[src/rtl/neuron_mac_sequencer.sv]
// Sequences one shared pixel x weight multiplier over an image vector and accumulates a biased dot product.
// Optional NEURON_MAC_SATURATE_EN: saturating accumulation with a sticky sat_flag output.
module neuron_mac_sequencer #(
    parameter int unsigned PixelWidth  = 8,
    parameter int unsigned WeightWidth = 5,
    parameter int unsigned NumPixels   = 12288,
    parameter int unsigned AddrWidth   = 14,
    parameter int unsigned AccWidth    = 41
) (
    input  logic                                           clk,
    input  logic                                           resetN,
    input  logic                                           start,
    input  logic signed [AccWidth-1:0]                     bias,
    output logic        [AddrWidth-1:0]                    mem_addr,
    output logic                                           mem_rd,
    input  logic        [PixelWidth-1:0]                   pixel_data,
    input  logic signed [WeightWidth-1:0]                  weight_data,
    output logic        [PixelWidth:0]                     mul_p,
    output logic signed [WeightWidth-1:0]                  mul_w,
    input  logic signed [2*(PixelWidth+WeightWidth):0]     mul_result,
    output logic                                           busy,
    output logic                                           done,
    output logic signed [AccWidth-1:0]                     result,
`ifdef NEURON_MAC_SATURATE_EN
    output logic                                           sat_flag,
`endif
    output logic                                           is_cat
);

    localparam logic [AddrWidth-1:0] LastAddr = AddrWidth'(NumPixels - 1);

    typedef enum logic [1:0] {IDLE, RUN, DRAIN, DONE} state_t;

    state_t                     state, state_d;
    logic [AddrWidth-1:0]       addr_d;
    logic                       rd_d, busy_d, done_d, is_cat_d, rd_valid, rd_valid_d;
    logic signed [AccWidth-1:0] acc, acc_d, result_d, prod_ext, sum;
`ifdef NEURON_MAC_SATURATE_EN
    logic                       sat_d, overflow;
    logic signed [AccWidth-1:0] sat_value;
`endif

    assign mul_p = {1'b0, pixel_data};
    assign mul_w = weight_data;

    assign prod_ext = AccWidth'(mul_result);
    assign sum      = acc + prod_ext;

`ifdef NEURON_MAC_SATURATE_EN
    // Overflow only possible when both addends share a sign that the sum does not.
    assign overflow  = (acc[AccWidth-1] == prod_ext[AccWidth-1]) && (sum[AccWidth-1] != acc[AccWidth-1]);
    assign sat_value = acc[AccWidth-1] ? {1'b1, {(AccWidth-1){1'b0}}} : {1'b0, {(AccWidth-1){1'b1}}};
`endif

    always_comb begin
        state_d    = state;
        addr_d     = mem_addr;
        rd_d       = 1'b0;
        busy_d     = busy;
        done_d     = 1'b0;
        acc_d      = acc;
        result_d   = result;
        is_cat_d   = is_cat;
        rd_valid_d = mem_rd;
`ifdef NEURON_MAC_SATURATE_EN
        sat_d      = sat_flag;
        if (rd_valid) begin
            acc_d = overflow ? sat_value : sum;
            sat_d = sat_flag | overflow;
        end
`else
        if (rd_valid) begin
            acc_d = sum;
        end
`endif
        case (state)
            IDLE: begin
                if (start) begin
                    acc_d   = bias;
                    addr_d  = '0;
                    rd_d    = 1'b1;
                    busy_d  = 1'b1;
                    state_d = RUN;
`ifdef NEURON_MAC_SATURATE_EN
                    sat_d   = 1'b0;
`endif
                end
            end
            RUN: begin
                if (mem_addr == LastAddr) begin
                    state_d = DRAIN;
                end else begin
                    addr_d = mem_addr + AddrWidth'(1);
                    rd_d   = 1'b1;
                end
            end
            DRAIN: state_d = DONE;
            DONE: begin
                done_d   = 1'b1;
                result_d = acc;
                is_cat_d = (acc > 0);
                busy_d   = 1'b0;
                state_d  = IDLE;
            end
            default: state_d = IDLE;
        endcase
    end

    always_ff @(posedge clk or negedge resetN) begin
        if (!resetN) begin
            state    <= IDLE;
            mem_addr <= '0;
            mem_rd   <= 1'b0;
            rd_valid <= 1'b0;
            busy     <= 1'b0;
            done     <= 1'b0;
            acc      <= '0;
            result   <= '0;
            is_cat   <= 1'b0;
`ifdef NEURON_MAC_SATURATE_EN
            sat_flag <= 1'b0;
`endif
        end else begin
            state    <= state_d;
            mem_addr <= addr_d;
            mem_rd   <= rd_d;
            rd_valid <= rd_valid_d;
            busy     <= busy_d;
            done     <= done_d;
            acc      <= acc_d;
            result   <= result_d;
            is_cat   <= is_cat_d;
`ifdef NEURON_MAC_SATURATE_EN
            sat_flag <= sat_d;
`endif
        end
    end

endmodule

[config.mk]
export PLATFORM = sky130hd
export DESIGN_NAME = neuron_mac_sequencer
export DESIGN_NICKNAME = d
export VERILOG_FILES = /design/src/rtl/neuron_mac_sequencer.sv
export SDC_FILE = /design/constraint.sdc
export NUM_CORES = 1
export LEC_CHECK = 0
export CAP_MARGIN = 10
export CELL_PAD_IN_SITES_DETAIL_PLACEMENT = 1
export CELL_PAD_IN_SITES_GLOBAL_PLACEMENT = 1
export CORE_ASPECT_RATIO = 1.5
export CORE_MARGIN = 1
export CORE_UTILIZATION = 39
export DETAILED_ROUTE_END_ITERATION = 10
export PLACE_DENSITY = 0.94
export SETUP_SLACK_MARGIN = 0.5
export SLEW_MARGIN = 40
export SYNTH_ARGS = -nofsm -noshare
export SYNTH_HDL_FRONTEND = slang
export SYNTH_SLANG_ARGS = --single-unit
[constraint.sdc]
create_clock -name clk -period 3.05 [get_ports clk]
set_input_delay 0.61 -clock clk [delete_from_list [all_inputs] [get_ports clk]]
set_output_delay 0.61 -clock clk [all_outputs]
set_load 0.01 [all_outputs]
======== Word-level counts from Yosys, hierarchy flattened ========
Index checks and enable logic that the tools add are counted.
operators by class
  add/sub/neg operators ................... 2
  equal/unequal tests ..................... 7
  $lt $le $gt $ge ......................... 1
  multiplexer cells ....................... 15
  reductions and logical operators ........ 6
operator list
  kind                                                                    number
  41-bit two-way mux                                                      3
  41-bit by 27-bit adder with 41-bit output                               1
  41-bit by 1-bit > comparator with 1-bit output (second input constant)  1
  14-bit two-way mux                                                      2
  14-bit one-hot mux with 2 select lines                                  1
  14-bit by 1-bit adder with 14-bit output (second input constant)        1
  14-bit equality test (second input constant)                            1
  2-bit one-hot mux with 4 select lines                                   1
  2-bit inequality test (second input constant)                           3
  2-bit equality test (second input constant)                             2
  1-bit two-way mux                                                       4
  2-bit two-way mux                                                       2
  1-bit one-hot mux with 2 select lines                                   2
  2-bit AND reduction                                                     2
  2-bit nonzero test                                                      2
  3-bit AND reduction                                                     1
  2-bit by 1-bit equality test with 1-bit output (second input constant)  1
  2-bit logical NOT                                                       1
word-level totals
  register bits after elaboration ......... 103
  bits of input ports ..................... 84

======== Depth between registers and ports, before layout ========
Gate-level depths: netlist (run 1).
  depth after elaboration ................. 4
  depth in mapped cells ................... 11
  mapped depth without buffers ............ 11

======== Worst setup path after synthesis (run 1) ========
OpenSTA, ideal clock, no wires.
  path type ............................... input to register
  start point ............................. input mul_result[0]
  end point ............................... register acc[30]
  slack ................................... -3 ps
  required time ........................... 2926 ps
  cell stages on the path ................. 11
  arrival ................................. 2930 ps
  path through ............................ ha_1 fa_1 a211oi_1 o21ai_0 or3b_4 a21oi_1 o41ai_2 o21a_1 o21ai_0 mux2i_1 a211o_1
between the ends
  word-level cells in the longest chain between the ends .. 4
RTL lines
  what                                           line  text
  from (decl)                                    20    input logic signed [2*(PixelWidth+WeightWidth):0] mul_result,
  41-bit by 27-bit adder with 41-bit output (*)  47    assign sum = acc + prod_ext;
  41-bit two-way mux (*)                         72    if (rd_valid) begin
  41-bit two-way mux                             78    if (start) begin
  41-bit two-way mux (*)                         76    case (state)
  named net acc_d[30]                            37    logic signed [AccWidth-1:0] acc, acc_d, result_d, prod_ext, sum;
  to (signal assigned)                           117   acc <= '0;
  to (signal assigned)                           130   acc <= acc_d;
  to (decl)                                      37
The timed path passes the listed nets; every way through them passes the cells marked *.
A chain may end at the register's enable or synchronous reset.

======== Final worst setup path (run 1) ========
  start point ............................. register acc[0]
  end point ............................... register acc[32]
between the ends
  word-level cells in the longest chain between the ends .. 4
RTL lines
  what                                           line
  41-bit by 27-bit adder with 41-bit output (*)  47
  41-bit two-way mux (*)                         72
  41-bit two-way mux                             78
  41-bit two-way mux (*)                         76
  named net acc_d[32]                            37
Marks and branches as above.

==> results of run 1 <==
power by group:
group	switching (uW)	total, uW	internal (uW)
Clock	649	1310	656
Combinational	5510	10400	4940
Sequential	866	2900	2040
Total	7030	14700	7630
what timing repair did:
item | in CTS | in global routing
setup buffers | 38 | 21
pin swaps | 73 | 54
setup endpoints to repair | 35 | 33
hold buffers | 0 | 0
resized for setup | 164 | 80
routing by layer:
layer | vias to the layer above | global-route usage | part of all wire
li1 | 3281 | - | -
met4 | 0 | 0.279 | 0.085
met3 | 261 | 0.0672 | 0.083
met1 | 4224 | 0.383 | 0.34
met2 | 642 | 0.678 | 0.49
met5 | - | 0 | 0
how the worst min path moves through the flow:
stage / from / to / slack [ns]
CTS: resetN / result[24]$_DFFE_PN0P_ / 0.31
floorplan: resetN / acc[0]$_DFF_PN0_ / 0.31
global placement: mem_rd$_DFF_PN0_ / rd_valid$_DFF_PN0_ / 0.36
global route: resetN / result[24]$_DFFE_PN0P_ / 0.32
finish: resetN / result[22]$_DFFE_PN0P_ / 0.25
detailed placement: mem_rd$_DFF_PN0_ / rd_valid$_DFF_PN0_ / 0.36
cells by family after synthesis:
family / Yosys count
buffers and inverters: 60
adders and majority gates: 46
DFF: 103
other: 1
xor gates and xnor gates: 42
AOI/OAI and AO/OA: 207
and+or+nand+nor: 222
muxes: 71
registers in the layout, summed over array words and instances (netlist names):
name	flops
acc	41
result	41
mem_addr	14
state	2
busy	1
done	1
is_cat	1
mem_rd	1
rd_valid	1
area by class of cell:
class                   instances  share of cell area
clock buffers                   9              0.0203
clock inverters                 7             0.00800
inverters                      13             0.00440
multi-input cells             589               0.452
flip-flops and latches        103               0.233
well taps                     213              0.0240
repair buffers                321               0.258
stage by stage:
step | hold slack, ns | setup WS [ns]
2_1_floorplan | 0.314 | 0.108
3_3_place_gp | 0.365 | -0.565
3_5_place_dp | 0.364 | -0.706
4_1_cts | 0.309 | 0.0823
5_1_grt | 0.324 | -0.572
6_report | 0.250 | -0.257
worst max-delay path, delay by kind of cell (launching register included):
family | cells | cell delay, ns
XOR/XNOR | 1 | 0.12
flip-flops | 1 | 0.43
adder cells (fa/ha/maj) | 2 | 0.40
buffers and inverters | 3 | 0.44
multiplexers | 1 | 0.26
AND/OR/NAND/NOR | 1 | 0.43
AO/OA/AOI/OAI | 6 | 1.11
cells in the mapped netlist (13+ instances only):
cell type | n | area share
buf_4 | 17 | 0.018
mux2i_1 | 29 | 0.042
nand2_1 | 73 | 0.039
nand4_1 | 13 | 0.012
o21ai_0 | 63 | 0.045
and3_1 | 13 | 0.012
xnor2_1 | 17 | 0.021
inv_1 | 13 | 0.0070
xor2_1 | 25 | 0.031
nor2_1 | 47 | 0.025
ha_1 | 45 | 0.081
dfrtp_1 | 103 | 0.37
mux2_2 | 42 | 0.068
clkbuf_1 | 22 | 0.012
a21oi_1 | 67 | 0.048
nand3_1 | 15 | 0.011
==> run_results.csv, run 1 <==
group,metric,value,unit
outcome,status,"finished with violations",
outcome,failed_checks,"DRC, setup timing",
floorplan,fp.dieH,166,um
yosys,yosysSeqAreaShare,0.371,
final_layout,fillers,1862,
global_routing,grt_first_pass_wirelength,51.3,mm
yosys,synth_flop_cell,"dfrtp_1",
clock_tree,cts.sinks,103,
final_layout,fin_nets,1167,
setup_path,r2r-start,"acc[0]$_DFF_PN0_",
yosys,synth_compound_area_frac,0.182,
setup_path,reg2reg_slack,-0.26,ns
yosys,synth_edf_count,0,
yosys,synth_top_family_by_area,"compound AO/OA/AOI/OAI gates",
sta,setup_viol,14,
sta,period_share,1.08,
power_and_ir_drop,total_power,14700,uW
final_layout,final_cell_mix,"buf_4 (159), clkdlybuf4s50_1 (109), dfrtp_1 (94), nand2_1 (67), a21oi_1 (45)",
sta,final.min_clock_period,3.31,ns
final_layout,synthToLayoutAreaGrowth,59.6,%
sta,setup_tns,-1.37,ns
floorplan,die_w,111,um
setup_path,crit_start,"acc[0]$_DFF_PN0_",
yosys,muxShareOfSynthArea,0.110,
floorplan,dieArea,18400,sq um
route,drtAntennaViolNets,0,
placed_design,port-buffer-count,129,
setup_path,timing.rr.end,"acc[32]$_DFF_PN0_",
route,wl_per_cell,32.1,um
sta,fin_worst_skew,0.0143,ns
yosys,syn_area_per_cell,9.25,sq um
yosys,synth_cell_types,60,
route,wl,40.2,mm
setup_path,crit_chain,"ha_4, fa_2, a211oi_4, o21ai_1, or3b_4, buf_6, a2111oi_4, buf_4, buf_6, o211ai_1, a22oi_2, xnor2_1, mux2i_1, o21ai_1",
setup_path,cp-endpoint,"acc[32]$_DFF_PN0_",
yosys,synth_fa_ha_area_frac,0.0838,
placed_design,place.gp.congestion,0.924,
clock_tree,cts-root-buf,"clkbuf_16",
yosys,synth_nets,882,
min_path,hold_path_class,"in2async",
yosys,synthCells,752,
job,cap_violations,0,
final_layout,fin_area,11100,sq um
power_and_ir_drop,power_density,1320,nW/um^2
yosys,yosys.area_share.simple,0.157,
final_layout,final-instance-count-excl-fill,1255,
yosys,synth_xor_area_frac,0.0529,
global_routing,antenna_found_initial,0,
global_routing,grt_usage,0.372,
setup_path,criticalPathCategory,"reg2reg",
sta,setup_ws,-0.257,ns
yosys,ys_ff_latch,103,
clock_tree,cts_buffers,9,
route,initialDrtViolationCount,905,
yosys,netlist_area,6950,sq um
clock_tree,cts_max_level,3,
setup_path,crit_fanout,2,
sta,max_freq,302,MHz
final_layout,antenna_cells,0,
clock_tree,clk_latency,0.39,ns
floorplan,coreArea,17400,sq um
final_layout,multi_input_area,5020,sq um
global_routing,grt_overflow,0,
setup_path,crit_arrival,3.57,ns
clock_tree,clkTransAtPathRegs,0.08,ns
sta,maxSlewViolCount,0,
power_and_ir_drop,p_leak,0.00478,uW
setup_path,slowest_delay,0.47,ns
final_layout,final_util,0.637,
placed_design,hpwl,20.3,mm
power_and_ir_drop,vdd_drop_max,0.507,mV
global_routing,grt_pass1_vias,8730,
route,vias,8408,
floorplan,rows,59,
setup_path,cpMaxStageDelayCell,"a2111oi_4",
route,via_per_inst,6.70,
clock_tree,cts_tree,"done",
setup_path,startpoint_type,"register",
placed_design,dp.cells,1180,
sta,rsz0062_at_grt,"true",
setup_path,cp-end-kind,"register",
final_layout,drive_gt1_frac,0.381,
yosys,yosys_warnings,0,
route,dr.pass1.iters,9,
sta,hold_viol,0,
sta,worst_pin_slew,0.992,ns
yosys,async_flop_share,1.00,
final_layout,seqCellArea,2590,sq um
floorplan,start_util,0.399,
global_routing,grt_max_degree,55,
final_layout,mostFrequentLayoutCell,"buf_4",
placed_design,dpl-instance-area,9430,sq um
route,drc,22,
setup_path,cp_data_required_time,3.31,ns
clock_tree,cts_buffer_depth,2,
sta,max_slew_margin,0.332,
setup_path,rr_worst_depth,14,
floorplan,io_pins,157,
(Power assumes the default switching activity.)
==> run 2: changes to the inputs <==
Clock period 3.05 ns to 3.6 ns, I/O delays scaled along.
==> run_results.csv, run 2 (synthesis results as in run 1) <==
group,metric,value,unit
outcome,status,"finished with violations",
outcome,failed_checks,"DRC",
sta,period_share,0.863,
sta,final.min_clock_period,3.11,ns
setup_path,slowest_delay,0.42,ns
setup_path,worst_path_most_repeated_cell,"buf_4",
route,drc,22,
global_routing,grt_pass1_vias,7386,
placed_design,hpwl,17.1,mm
clock_tree,cts_buffers,9,
final_layout,synthToLayoutAreaGrowth,35.9,%
setup_path,crit_fanout,4,
sta,hold_slack,0.375,ns
power_and_ir_drop,vdd_drop_max,0.447,mV
floorplan,fp.dieH,166,um
final_layout,final-instance-count-excl-fill,1135,
route,highest-signal-layer,"met4",
min_path,hold_path_class,"in2async",
setup_path,cp_data_required_time,3.85,ns
global_routing,grt_first_pass_wirelength,39.5,mm
clock_tree,clk_latency,0.38,ns
floorplan,rows,59,
route,wl,26.3,mm
floorplan,io_pins,157,
route,initialDrtViolationCount,480,
clock_tree,cts.sinks,103,
setup_path,cpMaxStageDelayCell,"clkdlybuf4s50_1",
route,wl_per_cell,23.2,um
sta,hold_viol,0,
sta,rsz0062_at_grt,"true",
final_layout,mostFrequentLayoutCell,"clkdlybuf4s50_1",
clock_tree,cts_tree,"done",
route,met1_length,9.70,mm
final_layout,drive_gt1_frac,0.214,
setup_path,crit_arrival,3.36,ns
clock_tree,clkTransAtPathRegs,0.08,ns
clock_tree,cts_buffer_depth,2,
sta,setup_tns,0,ns
floorplan,start_util,0.399,
clock_tree,cts_max_level,3,
power_and_ir_drop,power_density,1000,nW/um^2
global_routing,grt_usage,0.277,
setup_path,critPathBufInv,3,
sta,worst_pin_slew,0.787,ns
sta,max_slew_margin,0.475,
job,cap_violations,0,
placed_design,place.gp.congestion,0.890,
sta,setup_viol,0,
setup_path,crit_chain,"clkdlybuf4s50_1, ha_1, a21oi_2, o21ai_0, buf_4, o41ai_4, buf_4, o211ai_1, a21boi_1, mux2i_1, a211o_1",
sta,fin_worst_skew,0.0133,ns
route,via_per_inst,6.06,
setup_path,startpoint_type,"primary input",
global_routing,grt_max_degree,57,
placed_design,port-buffer-count,129,
final_layout,fin_nets,1046,
setup_path,cp-end-kind,"register",
setup_path,path_delay_family,"compound AO/OA/AOI/OAI gates",
global_routing,grt_overflow,0,
route,drtAntennaViolNets,0,
route,vias,6880,
sta,max_freq,322,MHz
setup_path,criticalPathCategory,"in2reg",
power_and_ir_drop,p_leak,0.00400,uW
clock_tree,cts-root-buf,"clkbuf_16",
floorplan,die_w,111,um
final_layout,top_regs,"acc x41, result x41, mem_addr x14",
global_routing,antenna_found_initial,1,
clock_tree,cts_hold_buf,0,
sta,maxSlewViolCount,0,
route,met3_length,1.42,mm
final_layout,final_cell_mix,"clkdlybuf4s50_1 (115), dfrtp_1 (97), nand2_1 (71), buf_4 (65), a21oi_1 (60)",
route,wl_met2,13.5,mm
floorplan,dieArea,18400,sq um
placed_design,dp.cells,1097,
floorplan,coreArea,17400,sq um
route,dr.pass1.iters,8,
==> run 2: cell types whose count changed in the layout (fill, tap and decap cells not counted), sizes merged <==
| cell | before | now |
|---|---|---|
| diode | 0 | 1 |
| clkdlybuf4s50 | 109 | 115 |
| dlymetal6s2s | 2 | 1 |
| dlygate4sd2 | 6 | 3 |
| clkbuf | 9 | 13 |
| inv | 16 | 17 |
| buf | 197 | 77 |
| clkinv | 3 | 2 |
| clkdlybuf4s15 | 7 | 0 |
==> run 2: worst paths after layout <==
kind / startpoint / slack (ns) / cells after the start / endpoint
setup / recovery: mul_result[15] / 0.49 / 11 / acc[34]$_DFF_PN0_
hold / removal: resetN / 0.38 / 1 / acc[24]$_DFF_PN0_
setup reg to reg: acc[9]$_DFF_PN0_ / 0.50 / 12 / acc[37]$_DFF_PN0_
hold reg to reg: mem_rd$_DFF_PN0_ / 0.39 / 0 / rd_valid$_DFF_PN0_
max in group asynchronous: resetN / 2.46 / 2 / acc[0]$_DFF_PN0_
min in group clk: mem_rd$_DFF_PN0_ / 0.39 / 0 / rd_valid$_DFF_PN0_
==> run 2: power by group <==
| group | switching, uW | internal (uW) | leakage (uW) |
|---|---|---|---|
| Clock | 530 | 565 | 0.000159 |
| Combinational | 3130 | 2900 | 0.00260 |
| Sequential | 611 | 1720 | 0.00125 |
==> run 2: cell type report <==
type,instances,area (sq um)
fillers,1940,7970
multi-input cells,589,4410
flip-flops and latches,103,2580
repair buffers,200,1810
well taps,213,267
clock buffers,9,225
clock inverters,7,97.6
inverters,13,48.8
diodes,1,2.50
==> run 2: stage by stage <==
step | total power [uW] | setup WS, ns | utilization | cell area [sq um]
final | 9450 | 0.494 | 0.543 | 9450
after global routing | 9980 | 0.380 | 0.543 | 9450
after CTS | 8920 | 0.485 | 0.530 | 9240
after detailed placement | 7530 | -0.219 | 0.499 | 8690
after global placement | 7240 | -0.120 | 0.498 | 8680
after floorplan | 5460 | 0.460 | - | 6980
==> run 2: worst reg2reg max path, stage by stage, from the launching register on <==
cell      delay, ns
dfrtp_2        0.49
ha_4           0.26
buf_4          0.14
buf_4          0.13
o21ai_0        0.20
nand2b_1       0.11
o2111a_1       0.18
o31a_1         0.35
o31ai_2        0.26
o21ai_1        0.20
a211oi_2       0.28
xor2_1         0.21
a31oi_1        0.13
==> run 2: what timing repair did <==
| action | CTS | global route |
|---|---|---|
| cloned | 0 | 0 |
| endpoints found under the setup margin | 20 | 18 |
| setup buffers | 10 | 11 |
| resized for setup | 51 | 49 |
| endpoints found under the hold margin | 0 | 0 |
| pin swaps | 20 | 27 |
==> run 2: metal layers <==
metal,GRT usage,vias to the layer above
li1,-,3051
met1,0.295,3392
met2,0.502,297
met3,0.0533,140
met4,0.182,0
met5,0,-
